`config.mk`:
```
export PLATFORM = sky130hd
export DESIGN_NAME = fpu_norm_round
export DESIGN_NICKNAME = d
export VERILOG_FILES = /design/src/rtl/fpu_norm_round.sv
export SDC_FILE = /design/constraint.sdc
export NUM_CORES = 1
export LEC_CHECK = 0
export CELL_PAD_IN_SITES_DETAIL_PLACEMENT = 1
export CELL_PAD_IN_SITES_GLOBAL_PLACEMENT = 2
export CORE_MARGIN = 2
export CORE_UTILIZATION = 35
export CTS_BUF_LIST = sky130_fd_sc_hd__clkbuf_4 sky130_fd_sc_hd__clkbuf_8 sky130_fd_sc_hd__clkbuf_16
export DETAILED_ROUTE_END_ITERATION = 12
export PLACE_DENSITY_LB_ADDON = 0.1
export SLEW_MARGIN = 0
export SYNTH_ARGS = -nofsm -noshare
export SYNTH_HDL_FRONTEND = slang
export SYNTH_SLANG_ARGS = --single-unit
```
`constraint.sdc`:
```
create_clock -name clk_i -period 10.2 [get_ports clk_i]
set_clock_uncertainty 0.15 [all_clocks]
set_input_delay 2.04 -clock clk_i [delete_from_list [all_inputs] [get_ports clk_i]]
set_output_delay 2.04 -clock clk_i [all_outputs]
set_load 0.1 [all_outputs]
```
`src/rtl/fpu_norm_round.sv`:
```
`default_nettype none
// ============================================================================
// fpu_norm_round : iterative normalise / round-to-nearest-even stage that
//                  follows the FP adder; emits packed single + status flags.
// Revision 1.0
// ============================================================================
module fpu_norm_round #(
   parameter int EXP_W  = 8,
   parameter int FRAC_W = 23
) (
   input  logic                      clk_i,
   input  logic                      rst_i,
   input  logic                      valid_i,
   output logic                      ready_o,
   input  logic [EXP_W+FRAC_W+2:0]   add_i,
   input  logic [2:0]                exception_i,
   output logic                      valid_o,
   input  logic                      ready_i,
   output logic [EXP_W+FRAC_W:0]     result_o,
   output logic [3:0]                flags_o
);

   localparam int MAN_W = FRAC_W + 2;
   localparam int XW    = EXP_W + 1;
   localparam int RES_W = EXP_W + FRAC_W + 1;

   localparam logic [XW-1:0]    EXP_ONE = XW'(1);
   localparam logic [XW-1:0]    EXP_MAX = XW'((1 << EXP_W) - 1);
   localparam logic [RES_W-1:0] QNAN    = {1'b0, {EXP_W{1'b1}}, 1'b1, {(FRAC_W-1){1'b0}}};

   localparam logic [2:0] S_IDLE  = 3'd0;
   localparam logic [2:0] S_EVAL  = 3'd1;
   localparam logic [2:0] S_SHIFT = 3'd2;
   localparam logic [2:0] S_ROUND = 3'd3;
   localparam logic [2:0] S_DONE  = 3'd4;

   logic [2:0]       state_q,  state_d;
   logic             sign_q,   sign_d;
   logic [XW-1:0]    exp_q,    exp_d;
   logic [MAN_W-1:0] man_q,    man_d;
   logic [2:0]       exc_q,    exc_d;
   logic [RES_W-1:0] result_q, result_d;
   logic [3:0]       flags_q,  flags_d;

   logic             w_accept;
   logic             w_is_special;
   logic             w_is_zero;
   logic             w_carry;
   logic             w_hidden;
   logic             w_need_shift;
   logic [MAN_W-1:0] w_shl_man;
   logic [XW-1:0]    w_shl_exp;
   logic             w_shift_done;
   logic             w_rnd_bit;
   logic [MAN_W-1:0] w_rsh_man;
   logic [MAN_W-1:0] w_rinc_man;
   logic             w_rcarry;
   logic [XW-1:0]    w_rnd_exp;
   logic [FRAC_W-1:0] w_rnd_frac;
   logic             w_rnd_ovf;
   logic [RES_W-1:0] w_special_res;
   logic [3:0]       w_special_flags;

   assign w_accept     = valid_i && ready_o;

   assign w_is_special = (exc_q != 3'd0);
   assign w_is_zero    = (man_q == '0);
   assign w_carry      = man_q[MAN_W-1];
   assign w_hidden     = man_q[FRAC_W];
   assign w_need_shift = !w_hidden && (exp_q > EXP_ONE);

   // One left-normalisation step; stop once hidden bit appears or exponent floors at 1.
   assign w_shl_man    = {man_q[MAN_W-2:0], 1'b0};
   assign w_shl_exp    = exp_q - EXP_ONE;
   assign w_shift_done = w_shl_man[FRAC_W] || (w_shl_exp == EXP_ONE);

   // A dropped 1 is always exactly half an ulp, so only tie-to-even applies.
   assign w_rnd_bit  = man_q[0];
   assign w_rsh_man  = {1'b0, man_q[MAN_W-1:1]};
   assign w_rinc_man = w_rsh_man + MAN_W'(w_rnd_bit & w_rsh_man[0]);
   assign w_rcarry   = w_rinc_man[MAN_W-1];
   assign w_rnd_exp  = exp_q + (w_rcarry ? XW'(2) : XW'(1));
   assign w_rnd_frac = w_rcarry ? w_rinc_man[FRAC_W:1] : w_rinc_man[FRAC_W-1:0];
   assign w_rnd_ovf  = (w_rnd_exp >= EXP_MAX);

   always_comb begin
      w_special_res   = QNAN;
      w_special_flags = 4'b0000;
      case (exc_q)
         3'b001: w_special_res = QNAN;
         3'b010: w_special_res = {sign_q, {EXP_W{1'b1}}, {FRAC_W{1'b0}}};
         3'b011: begin
            w_special_res   = {sign_q, {(RES_W-1){1'b0}}};
            w_special_flags = 4'b0010;
         end
         default: w_special_res = QNAN;
      endcase
   end

   // State register
   always_ff @(posedge clk_i) begin
      if (rst_i) begin
         state_q <= S_IDLE;
      end else begin
         state_q <= state_d;
      end
   end

   // Next-state logic
   always_comb begin
      state_d = state_q;
      case (state_q)
         S_IDLE: begin
            if (w_accept) begin
               state_d = S_EVAL;
            end
         end
         S_EVAL: begin
            if (w_is_special || w_is_zero) begin
               state_d = S_DONE;
            end else if (w_carry) begin
               state_d = S_ROUND;
            end else if (w_need_shift) begin
               state_d = S_SHIFT;
            end else begin
               state_d = S_DONE;
            end
         end
         S_SHIFT: begin
            if (w_shift_done) begin
               state_d = S_DONE;
            end
         end
         S_ROUND: state_d = S_DONE;
         S_DONE: begin
            if (ready_i) begin
               state_d = S_IDLE;
            end
         end
         default: state_d = S_IDLE;
      endcase
   end

   // Outputs
   always_comb begin
      ready_o  = (state_q == S_IDLE) && !rst_i;
      valid_o  = (state_q == S_DONE);
      result_o = result_q;
      flags_o  = flags_q;
   end

   // Datapath next values
   always_comb begin
      sign_d   = sign_q;
      exp_d    = exp_q;
      man_d    = man_q;
      exc_d    = exc_q;
      result_d = result_q;
      flags_d  = flags_q;
      case (state_q)
         S_IDLE: begin
            if (w_accept) begin
               sign_d  = add_i[EXP_W+MAN_W];
               exp_d   = {1'b0, add_i[EXP_W+MAN_W-1:MAN_W]};
               man_d   = add_i[MAN_W-1:0];
               exc_d   = exception_i;
               flags_d = 4'b0000;
            end
         end
         S_EVAL: begin
            if (w_is_special) begin
               result_d = w_special_res;
               flags_d  = w_special_flags;
            end else if (w_is_zero) begin
               result_d = '0;
               flags_d  = 4'b0010;
            end else if (!w_carry && !w_need_shift) begin
               result_d = {sign_q, (w_hidden ? exp_q[EXP_W-1:0] : {EXP_W{1'b0}}),
                           man_q[FRAC_W-1:0]};
               flags_d  = {1'b0, !w_hidden, 2'b00};
            end
         end
         S_SHIFT: begin
            man_d = w_shl_man;
            exp_d = w_shl_exp;
            if (w_shift_done) begin
               result_d = {sign_q, (w_shl_man[FRAC_W] ? w_shl_exp[EXP_W-1:0] : {EXP_W{1'b0}}),
                           w_shl_man[FRAC_W-1:0]};
               flags_d  = {1'b0, !w_shl_man[FRAC_W], 2'b00};
            end
         end
         S_ROUND: begin
            exp_d = w_rnd_exp;
            if (w_rnd_ovf) begin
               result_d = {sign_q, {EXP_W{1'b1}}, {FRAC_W{1'b0}}};
               flags_d  = 4'b1001;
            end else begin
               result_d = {sign_q, w_rnd_exp[EXP_W-1:0], w_rnd_frac};
               flags_d  = {3'b000, w_rnd_bit};
            end
         end
         default: begin
            result_d = result_q;
         end
      endcase
   end

   // Datapath registers; reset also discards any in-flight operand.
   always_ff @(posedge clk_i) begin
      if (rst_i) begin
         sign_q   <= 1'b0;
         exp_q    <= '0;
         man_q    <= '0;
         exc_q    <= 3'd0;
         result_q <= '0;
         flags_q  <= 4'b0000;
      end else begin
         sign_q   <= sign_d;
         exp_q    <= exp_d;
         man_q    <= man_d;
         exc_q    <= exc_d;
         result_q <= result_d;
         flags_q  <= flags_d;
      end
   end

endmodule
`default_nettype wire

```
==> flow_summary.ini <==
[run_status]
status = complete, no violations

[clock_tree]
cts_tree = yes
ctsHoldBuffers = 0
clockBufferDepth = 2
post_cts_buffers = 0
path_clk_slew_ns = 0.06
numCtsBuffers = 9
root_buffer = clkbuf_16
cts_sinks = 77
clk_latency_ns = 0.36
cts_resized = 0
h-tree-depth = 3

[global_routing]
grt_remaining_overflow = 0
grt_max_degree = 79
grt_pass1_vias = 5345
grt_pass1_wl_um = 29700
antenna_found_initial = 0
grt_usage_pct = 22.9

[layout]
multi_input_area_mm2 = 0.00341
antenna_cells = 0
drive_above_1_share_pct = 12.1
fill_cells = 1819
nNetsFinal = 756
layout_common_cells = nand2_1 (112), nor2_1 (95), dfxtp_1 (77), clkdlybuf4s50_1 (77), a21oi_1 (33)
regArea_mm2 = 0.00154
layout_commonest_cell = nand2_1
fin_cells = 901
areaGrowthSynthToFinish_pct = 18.6

[worst_setup_path]
cp-start-kind = input pin
cp_top_family = buffers and inverters
required_ns = 8.01
cp_num_cells = 4
slowest_delay_ns = 1.22
critPathCaptureType = primary output
r2r-start = man_q[0]$_SDFFE_PP0P_
reg2reg_slack_ns = 5.51
cp.arrival_ns = 4.22
worstSetupPathType = input pin to primary output
critPathMaxFanout = 78
path_buf_inv = 3
reg2regPathDepth = 14
regToRegEndpoint = result_o[5]$_SDFFE_PP0P_
cp_cell_sequence = buf_2, buf_4, nor4_1, clkdlybuf4s50_1
slowest_stage = clkdlybuf4s50_1

[placement]
globalplace.congestion = 0.851
dp_hpwl_um = 12500
dp.cells = 886
port_buffers = 78

[sta]
finalCriticalPeriod_ns = 6.41
hold_violations = 0
clock.fmax_mhz = 156
rsz0062_at_grt = false
slew-limit-headroom_pct = 34.0
tightestPinTransition_ns = 0.987
final_max_slew_viol_count = 0
tns_ns = 0
finalCritPeriodShare_pct = 62.8
setup_viol = 0

[pwr]
combPwrFrac_pct = 58.7
powerDensity_mw_per_mm2 = 403
p_total_mw = 2.58
swShare_pct = 56.3
pwr-share-clk_pct = 14.4
leakagePower_nw = 2.14
power_frac_seq_pct = 26.9
p_int_mw = 1.13
switching_power_mw = 1.45
peakVddDrop_mv = 0.146

[logic_synthesis]
yosysWarnings = 0
synth_enable_flop_cells = 0
async_flop_share_pct = 0
syn_area_per_cell_um2 = 7.87
syn_area_mm2 = 0.00541
synth-seq-cells = 77
seq_area_frac_synth_pct = 28.5
synth_ff_type = dfxtp_1
synth_cell_types = 76
syn_inst = 687
synth_nets = 734

[flow_run]
max_cap_violations = 0

[min_path]
hold_depth = 2
hold_start = result_o[31]$_SDFFE_PP0P_
whs_endpoint = result_o[31]$_SDFFE_PP0P_
hold_path_class = flop to flop

[route]
viasPerCell = 5.79
wl_per_cell_um = 19.9
wl_um = 17900
first_pass_iters = 5
drtIter0Drc = 319
ant_nets = 0
via_count = 5218
drc = 0

[die]
initial_utilization_pct = 35.7
coreArea_mm2 = 0.0151
rows = 45
io_pins = 79
die-area_mm2 = 0.0165
chipHeight_um = 128
die_w_um = 128
## synthesized netlist by cell type, types with 11 or more instances
master    number  share of area [%]
nor2_1        96                6.7
dfxtp_1       77                 29
a221oi_1      18                2.9
nand3_1       16                1.5
xor2_1        18                2.9
buf_2         15                1.4
a211oi_2      21                4.9
buf_4         12                1.7
nor3_1        16                1.5
a311oi_1      29                4.7
nand4_1       13                1.5
a211oi_1      11                1.5
nand2_1      112                7.8
clkbuf_1      39                2.7
a21oi_1       33                3.1
## area by class of cell
class                           count  area share (%)
Multi-Input combinational cell    523            53.2
Timing Repair Buffer               88            13.3
Clock inverter                      6            1.76
Sequential cell                    77            24.0
Clock buffer                        9            3.51
Inverter                           10           0.586
Tap cell                          188            3.67
## registers in the layout (all words and copies together) (netlist names)
name	count
man_q	25
flags_o	4
result_o	32
exp_q	9
exc_q	3
state_q	3
sign_q	1
## worst max path at each step
stage                     slack [ns]      end   from
after global placement          3.82  ready_o  rst_i
after global routing            3.64  ready_o  rst_i
after detailed placement        3.78  ready_o  rst_i
final                           3.79  ready_o  rst_i
after floorplan                 2.90  ready_o  rst_i
after CTS                       3.75  ready_o  rst_i
## tightest hold or removal path: cells and delay by family, from the launching register on
family	cells	cell delay, ns
flip-flops	1	0.31
AND/OR/NAND/NOR	1	0.05
AO/OA/AOI/OAI	1	0.05
## cell families after synthesis
group	Yosys count	share of synthesized area (%)
and+or+nand+nor	314	28.1
AOI/OAI and AO/OA	172	28.2
buffers and inverters	87	8.61
DFF	77	28.5
xor gates and xnor gates	29	4.84
adders and majority gates	7	1.57
muxes	1	0.185
## per-stage QoR
stage | setup slack, ns | hold WS, ns | cell area [µm²] | utilization [%]
6_report | 3.79 | 0.314 | 6410 | 42.3
5_1_grt | 3.64 | 0.350 | 6410 | 42.3
4_1_cts | 3.75 | 0.317 | 6410 | 42.3
3_5_place_dp | 3.78 | 0.304 | 6070 | 40.1
3_3_place_gp | 3.82 | 0.299 | 6070 | 40.1
2_1_floorplan | 2.90 | 0.300 | 5410 | -
## power by group through the flow
stage,clock [mW],combinational (mW),sequential (mW)
3_3_place_gp,0,1.50,0.690
6_report,0.371,1.52,0.695
3_5_place_dp,0,1.52,0.697
4_1_cts,0.382,1.53,0.692
5_1_grt,0.394,1.63,0.724
2_1_floorplan,0,0.912,0.955
## metal layers
metal / routed length [µm] / global-route usage [%] / share of wire, %
met1: 8760 / 32.8 / 49
met3: 842 / 3.71 / 4.7
met4: 211 / 6.27 / 1.2
met2: 8130 / 35.4 / 45
met5: 0 / 0 / 0
No activity file was read; power rests on OpenSTA's default activity.
